[src/rtl/bcd_pkg.sv]
// Shared BCD types, constants and helpers for the BCD counter family.
package bcd_pkg;

    typedef logic [3:0] bcd_digit_t;

    localparam bcd_digit_t BCD_MAX = 4'd9;

    typedef enum logic [1:0] {
        IDLE    = 2'd0,
        RUN     = 2'd1,
        EXPIRED = 2'd2
    } bcd_dn_state_t;

    // Any non-BCD nibble (10..15) is treated as the largest legal digit.
    function automatic bcd_digit_t bcd_clamp(input bcd_digit_t d);
        return (d > BCD_MAX) ? BCD_MAX : d;
    endfunction

endpackage

[src/rtl/bcd_digit_dn.sv]
// One combinational BCD digit slice for the down-counter: decrements on
// request, rolling 0 over to 9, and reports whether the digit is zero.
module bcd_digit_dn
    import bcd_pkg::*;
(
    input  logic       dec_in,
    input  bcd_digit_t digit_in,
    output bcd_digit_t digit_out,
    output logic       is_zero
);

    // Next digit value; zero-detect feeds the borrow chain of higher digits.
    always_comb begin
        is_zero   = (digit_in == 4'd0);
        digit_out = digit_in;
        if (dec_in) begin
            digit_out = is_zero ? BCD_MAX : (digit_in - 4'd1);
        end
    end

endmodule

[src/rtl/bcd_down_ctr.sv]
// Multi-digit BCD countdown timer: loads a sanitised preset, decrements one
// step per enabled clock, pulses tc when reaching zero, then stops or wraps.
module bcd_down_ctr
    import bcd_pkg::*;
#(
    parameter int DIGITS = 2
)
(
    input  logic                  clk,
    input  logic                  reset,
    input  logic                  load,
    input  logic [4*DIGITS-1:0]   load_val,
    input  logic                  en,
    input  logic                  wrap,
    output logic [4*DIGITS-1:0]   out,
    output logic                  busy,
    output logic                  zero,
    output logic                  tc
);

    bcd_dn_state_t         state_q, state_d;
    logic [4*DIGITS-1:0]   count_q, count_d;
    logic [4*DIGITS-1:0]   dec_count;
    logic [4*DIGITS-1:0]   load_clamped;
    logic [DIGITS-1:0]     dec;
    logic [DIGITS-1:0]     is_zero;
    logic                  tc_q, tc_d;
    logic                  busy_q, busy_d;
    logic                  dec_req;
    logic                  cur_zero;
    logic                  dec_zero;
    logic                  load_zero;

    assign cur_zero  = &is_zero;
    assign dec_zero  = (dec_count == '0);
    assign load_zero = (load_clamped == '0);

    // A real decrement happens only in RUN with en, no load, and not when
    // sitting at zero with wrap low (that case just retires to EXPIRED).
    assign dec_req = (state_q == RUN) && en && !load && !(cur_zero && !wrap);

    for (genvar i = 0; i < DIGITS; i++) begin : g_digit
        assign load_clamped[4*i +: 4] = bcd_clamp(load_val[4*i +: 4]);

        if (i == 0) begin : g_lsd
            assign dec[i] = dec_req;
        end else begin : g_upper
            // Borrow reaches digit i once every lower digit is zero.
            assign dec[i] = dec_req & (&is_zero[i-1:0]);
        end

        bcd_digit_dn u_digit (
            .dec_in    (dec[i]),
            .digit_in  (count_q[4*i +: 4]),
            .digit_out (dec_count[4*i +: 4]),
            .is_zero   (is_zero[i])
        );
    end

    // Next-state logic: load has priority, then the RUN-state count step.
    always_comb begin
        state_d = state_q;
        count_d = count_q;
        tc_d    = 1'b0;
        if (load) begin
            count_d = load_clamped;
            state_d = load_zero ? EXPIRED : RUN;
        end else if (state_q == RUN && en) begin
            if (cur_zero && !wrap) begin
                state_d = EXPIRED;
            end else begin
                count_d = dec_count;
                if (dec_zero) begin
                    tc_d = 1'b1;
                    if (!wrap) begin
                        state_d = EXPIRED;
                    end
                end
            end
        end
        busy_d = (state_d == RUN);
    end

    // State, count, terminal-count pulse and busy flag registers.
    always_ff @(posedge clk or negedge reset) begin
        if (!reset) begin
            state_q <= IDLE;
            count_q <= '0;
            tc_q    <= 1'b0;
            busy_q  <= 1'b0;
        end else begin
            state_q <= state_d;
            count_q <= count_d;
            tc_q    <= tc_d;
            busy_q  <= busy_d;
        end
    end

    assign out  = count_q;
    assign tc   = tc_q;
    assign busy = busy_q;
    assign zero = cur_zero;

endmodule

[config.mk]
export PLATFORM = sky130hd
export DESIGN_NAME = bcd_down_ctr
export DESIGN_NICKNAME = d
export VERILOG_FILES = /design/src/rtl/bcd_pkg.sv /design/src/rtl/bcd_digit_dn.sv /design/src/rtl/bcd_down_ctr.sv
export SDC_FILE = /design/constraint.sdc
export NUM_CORES = 1
export LEC_CHECK = 0
export BUFFER_PORTS_ARGS = -buffer_cell sky130_fd_sc_hd__buf_2
export CAP_MARGIN = 40
export CORE_MARGIN = 3
export CORE_UTILIZATION = 35
export CTS_BUF_LIST = sky130_fd_sc_hd__clkbuf_8
export DETAILED_ROUTE_END_ITERATION = 6
export PLACE_DENSITY = 0.63
export SYNTH_ARGS = -nofsm -noshare
export SYNTH_HDL_FRONTEND = slang
export SYNTH_HIERARCHICAL = 1
export SYNTH_SLANG_ARGS = --single-unit
[constraint.sdc]
create_clock -name clk -period 2.8 [get_ports clk]
set_clock_uncertainty 0.05 [all_clocks]
set_input_delay 0.7 -clock clk [delete_from_list [all_inputs] [get_ports clk]]
set_output_delay 0.7 -clock clk [all_outputs]
set_load 0.01 [all_outputs]
## Word-level counts from Yosys, hierarchy flattened

Index checks and enable logic that the tools add are counted.

- Register bits after elaboration: 12
- Input port bits: 13
- Word-level logic and storage cells: 45

- Add/sub/neg operators: 2
- Order comparisons: 2
- Equality and inequality tests: 3
- Multiplexer cells: 19
- Bitwise logic cells: 1
- Reduce and logical (&&, ||, !) cells: 14

Operators by type and width:

| kind | count |
|---|---|
| $mux W4 | 6 |
| $mux W8 | 3 |
| $logic_not A8 Y1 | 2 |
| $mux W2 | 6 |
| $gt A4 B4 Y1 const B | 2 |
| $logic_not A4 Y1 | 2 |
| $sub A4 B1 Y4 const B | 2 |
| $eq A2 B1 Y1 const B | 2 |
| $logic_and A1 B1 Y1 | 4 |
| $mux W1 | 4 |
| $reduce_and A2 Y1 | 2 |
| $logic_not A1 Y1 | 3 |
| $ne A2 B2 Y1 const B | 1 |
| $reduce_bool A2 Y1 | 1 |
| $and A1 B1 Y1 | 1 |

## Logic depth before layout (Yosys ltp)

- Word-level depth: 13
- Gate-level depth with buffers: 10
- Depth with buffers taken out: 10

## Cells and area by module

The synthesis kept the hierarchy.

By module, submodules not included:

| module | times used | cells each | area an instance (µm²) | seq. area each (µm²) |
|---|---|---|---|---|
| bcd_down_ctr | 1 | 79 | 700.7 | 300.3 |
| bcd_digit_dn | 2 | 10 | 95.1 | 0.0 |

## Worst setup path after synthesis

OpenSTA, ideal clock, no wires.

- Path kind: input port to flip-flop
- Start point: in en
- End point: reg state_q[0]
- Arrival time: 2799 ps
- Data required time: 2617 ps
- Slack: -182 ps
- Stages: 9
- Path buffers: 1
- Path through: and3b_1 -> buf_2 -> nand2_1 -> nor3b_1 -> nor3b_2 -> mux2_4 -> or4_1 -> o21ai_1 -> a211oi_1

- Word-level cells in the longest chain between the ends: 10

Ends and longest elaborated chain:

| element | line | source |
|---|---|---|
| start: declaration | bcd_down_ctr.sv:13 | `input logic en,` |
| $logic_and A1 B1 Y1 (3 in a row) | bcd_down_ctr.sv:40 | `assign dec_req = (state_q == RUN) && en && !load && !(cur_zero && !wrap);` |
| $and A1 B1 Y1 | bcd_down_ctr.sv:49 | `assign dec[i] = dec_req & (&is_zero[i-1:0]);` |
| via dec[1] | bcd_down_ctr.sv:25 | `logic [DIGITS-1:0] dec;` |
| $mux W4 | bcd_digit_dn.sv:16 | `if (dec_in) begin` |
| via dec_count[6] | bcd_down_ctr.sv:23 | `logic [4*DIGITS-1:0] dec_count;` |
| $logic_not A8 Y1 | bcd_down_ctr.sv:35 | `assign dec_zero = (dec_count == '0);` |
| $mux W2 | bcd_down_ctr.sv:73 | `if (dec_zero) begin` |
| $mux W2 | bcd_down_ctr.sv:69 | `if (cur_zero && !wrap) begin` |
| $mux W2 | bcd_down_ctr.sv:68 | `end else if (state_q == RUN && en) begin` |
| $mux W2 | bcd_down_ctr.sv:65 | `if (load) begin` |
| via state_d[0] | bcd_down_ctr.sv:21 | `bcd_dn_state_t state_q, state_d;` |
| end signal: assignment | bcd_down_ctr.sv:92 | `state_q <= state_d;` |
| end: declaration | bcd_down_ctr.sv:21 |  |

The timed path passes the listed nets, and every way through them passes these cells.
A chain may end at the register's enable or synchronous reset.

## Final worst setup path

- Start point: in en
- End point: reg busy_q (netlist: busy)

- Word-level cells in the longest chain between the ends: 11

Ends and longest elaborated chain:

| element | line | source |
|---|---|---|
| $logic_and A1 B1 Y1 (3 in a row) | bcd_down_ctr.sv:40 |  |
| $and A1 B1 Y1 | bcd_down_ctr.sv:49 |  |
| via dec[1] | bcd_down_ctr.sv:25 |  |
| $mux W4 | bcd_digit_dn.sv:16 |  |
| via dec_count[6] | bcd_down_ctr.sv:23 |  |
| $logic_not A8 Y1 | bcd_down_ctr.sv:35 |  |
| $mux W2 | bcd_down_ctr.sv:73 |  |
| $mux W2 | bcd_down_ctr.sv:69 |  |
| $mux W2 | bcd_down_ctr.sv:68 |  |
| $mux W2 | bcd_down_ctr.sv:65 |  |
| $eq A2 B1 Y1 | bcd_down_ctr.sv:81 | `busy_d = (state_d == RUN);` |
| via busy_d | bcd_down_ctr.sv:28 | `logic busy_q, busy_d;` |
| end signal: assignment | bcd_down_ctr.sv:95 | `busy_q <= busy_d;` |
| end: declaration | bcd_down_ctr.sv:28 |  |

The timed path passes the listed nets, and every way through them passes these cells.

==> summary.md <==
| Metric | Value |
|---|---|
| Status | `completed` |
| H-tree Lvls | `1` |
| Synth Area in XOR/XNOR | `3.93%` |
| Dominant cells by area after synthesis | `dfrtp_1 34%, a31oi_1 5.6%, o21ai_1 5.1%` |
| First-pass GRT wire length | `4.10 mm` |
| Vias in the first global route | `869` |
| Syn nets | `112` |
| Seq/Total Area, Yosys | `33.7%` |
| Most common cell after layout, fill and taps aside | `buf_2` |
| Synth async-reset ratio | `100%` |
| Clock Sinks | `12` |
| CP Data Arrival Time | `2.73 ns` |
| CTS tree | `yes` |
| Post-Syn Area | `891 µm²` |
| Vias/cell | `5.55` |
| Yosys Warn Count | `6` |
| Largest net degree at the start of global routing | `19` |
| Seq cells post-synth | `12` |
| HP Class | `input port to asynchronous set/reset pin` |
| R2R depth | `10` |
| Relative slew slack | `77.0%` |
| Gr ovfl total | `0` |
| Routed Antenna Nets | `0` |
| Nets | `148` |
| Die ar. | `0.00319 mm²` |
| CTS buffer count | `3` |
| Initial DRT Pass Iterations | `4` |
| Die width | `56.5 µm` |
| Post-route minimum period | `2.66 ns` |
| Req. time, crit path | `2.87 ns` |
| Netlist cell types | `35` |
| Initial antenna violation count | `0` |
| Starting Density | `38.4%` |
| Die height | `56.5 µm` |
| Gate Count Post-Synth | `99` |
| Least-Margin Pin Slew | `0.345 ns` |
| Root buffer cell | `clkbuf_8` |
| Via count | `899` |
| Cell Pwr Density | `454 mW/mm²` |
| Final number of max-transition violations | `0` |
| Gpl congestion | `0.817` |
| Crit end category | `register` |
| IO Port Bufs | `23` |
| Drt drc | `0` |
| HPWL Detailed | `1.82 mm` |
| DRT iter0 DRCs | `40` |
| CTS Buffer Depth | `2` |
| Top FF cell, synth | `dfrtp_1` |
| Mux cell area share after synthesis | `3.37%` |
| Startpoint Class | `input port` |
| VDD IR-drop max | `0.000258 V` |
| P_leak | `0.536 nW` |
| Core ar. | `0.00232 mm²` |
| Most frequent cells in the layout | `23 x buf_2, 12 x dfrtp_1, 12 x buf_4` |
| Number of flops mapped to enable cells by yosys | `0` |
| Post-Syn Area per Cell | `9.00 µm²` |
| Average wire per standard cell | `14.7 µm` |
| Yosys top cell area share | `33.7%` |
| Synth Area in Adders | `0%` |
| Post-synthesis compound-gate area fraction | `20.5%` |
| Peak Freq | `376 MHz` |
| Antenna cells | `0` |
| Routed wire length | `2.39 mm` |
| Post-Synth Simple-Gate Area | `34.3%` |
| Worst skew pair latency | `0.25 ns` |
| Area delta synth->final | `37.2%` |
| Rows | `17` |
| Fin crit share | `94.9%` |
| Final total power | `0.555 mW` |
| Clock Pin Slew Worst Setup and Hold Paths | `0.06 ns` |
| GRT Total Usage | `16.7%` |
| Main combinational cell family by area after synthesis | `simple AND/OR/NAND/NOR gates` |
| Fin Hold WS | `0.281 ns` |
| Util after Layout | `52.7%` |
| RSZ-0062 raised after global routing | `no` |
| Fin. Hold Viols | `0` |
| Largest area contributor in the netlist | `dfrtp_1` |
| Crit-path max FO | `3` |
| Endpoints failing setup | `0` |
| Layout Cells excl Fill | `162` |
| Critical path class | `input port to register` |
| Max-cap viol count | `0` |
| Post-Place Cells | `158` |
| IO Pins | `24` |
| Layout cells sized above 1 | `42.5%` |
==> layout make-up <==
type / instances / area (µm²)
flip-flops and latches: 12 / 300
clock buffers: 4 / 55.1
repair buffers: 35 / 205
multi-input cells: 79 / 609
inverters: 4 / 17.5
well taps: 28 / 35.0
fillers: 217 / 1100
==> registers in the layout, indices dropped and copies added (netlist names) <==
name,flops
out,8
tc,1
state_q,2
busy,1
==> through the flow <==
step                setup WS, ns  cell area [µm²]  setup TNS (ns)
floorplan                0.00193              922               0
global placement         -0.0594             1140          -0.159
detailed placement       -0.0804             1140          -0.223
CTS                       0.0862             1190               0
global route              0.0106             1220               0
finish                     0.143             1220               0
==> worst max-delay path, cell delays in order <==
cell and delay [ns]:
buf_2 0.10, and3b_1 0.21, nand2_2 0.09, nor3b_2 0.20, nor3b_4 0.24, mux2_4 0.33
or4_4 0.57, o211ai_1 0.20, a21oi_1 0.09
==> metal layers <==
| layer | vias up | part of all wire, % | track usage (%) |
|---|---|---|---|
| li1 | 445 | - | - |
| met1 | 421 | 45 | 21.2 |
| met5 | - | 0 | 0 |
| met4 | 0 | 2.3 | 8.14 |
| met3 | 4 | 6.1 | 3.91 |
| met2 | 29 | 46 | 26.4 |
==> synthesized netlist by cell type (2+ instances only) <==
library cell / n
nor3b_1: 2
inv_1: 3
a21oi_1: 6
nand3_1: 8
nor3_1: 5
mux2_4: 2
nand2_1: 2
o21ai_1: 9
and3b_1: 2
nand3b_1: 2
or4_1: 2
a22o_1: 2
or2_1: 2
and2b_1: 2
nor3b_2: 2
nor2_1: 4
o21a_1: 2
xor2_1: 4
or2b_1: 2
a31oi_1: 8
dfrtp_1: 12
nor4b_2: 2
clkbuf_1: 2
==> repair_timing <==
action,4_1_cts,5_1_grt
hold buffers,0,0
resized for setup,0,6
hold endpoints to repair,0,0
buffers inserted,0,0
endpoints found under the setup margin,0,4
==> cell families after synthesis <==
| logic type | count (synthesis) |
|---|---|
| AO/OA/AOI/OAI | 30 |
| XOR/XNOR | 4 |
| buffers and inverters | 8 |
| flip-flops | 12 |
| multiplexers | 2 |
| AND/OR/NAND/NOR | 43 |
==> power by group <==
| part | internal [mW] | switching (mW) |
|---|---|---|
| clock | 0.125 | 0.0701 |
| combinational | 0.0734 | 0.0866 |
| sequential | 0.187 | 0.0136 |
| total | 0.385 | 0.170 |
==> path summary, 6_finish.rpt <==
kind                             from          to  slack, ns
setup / recovery                   en        busy       0.14
min in group clk           state_q[0]  state_q[0]       0.55
hold reg to reg            state_q[0]  state_q[0]       0.55
max in group asynchronous       reset      out[6]       2.19
setup reg to reg               out[2]        busy       0.15
hold / removal                  reset          tc       0.28
No activity file was read; power rests on OpenSTA's default activity.
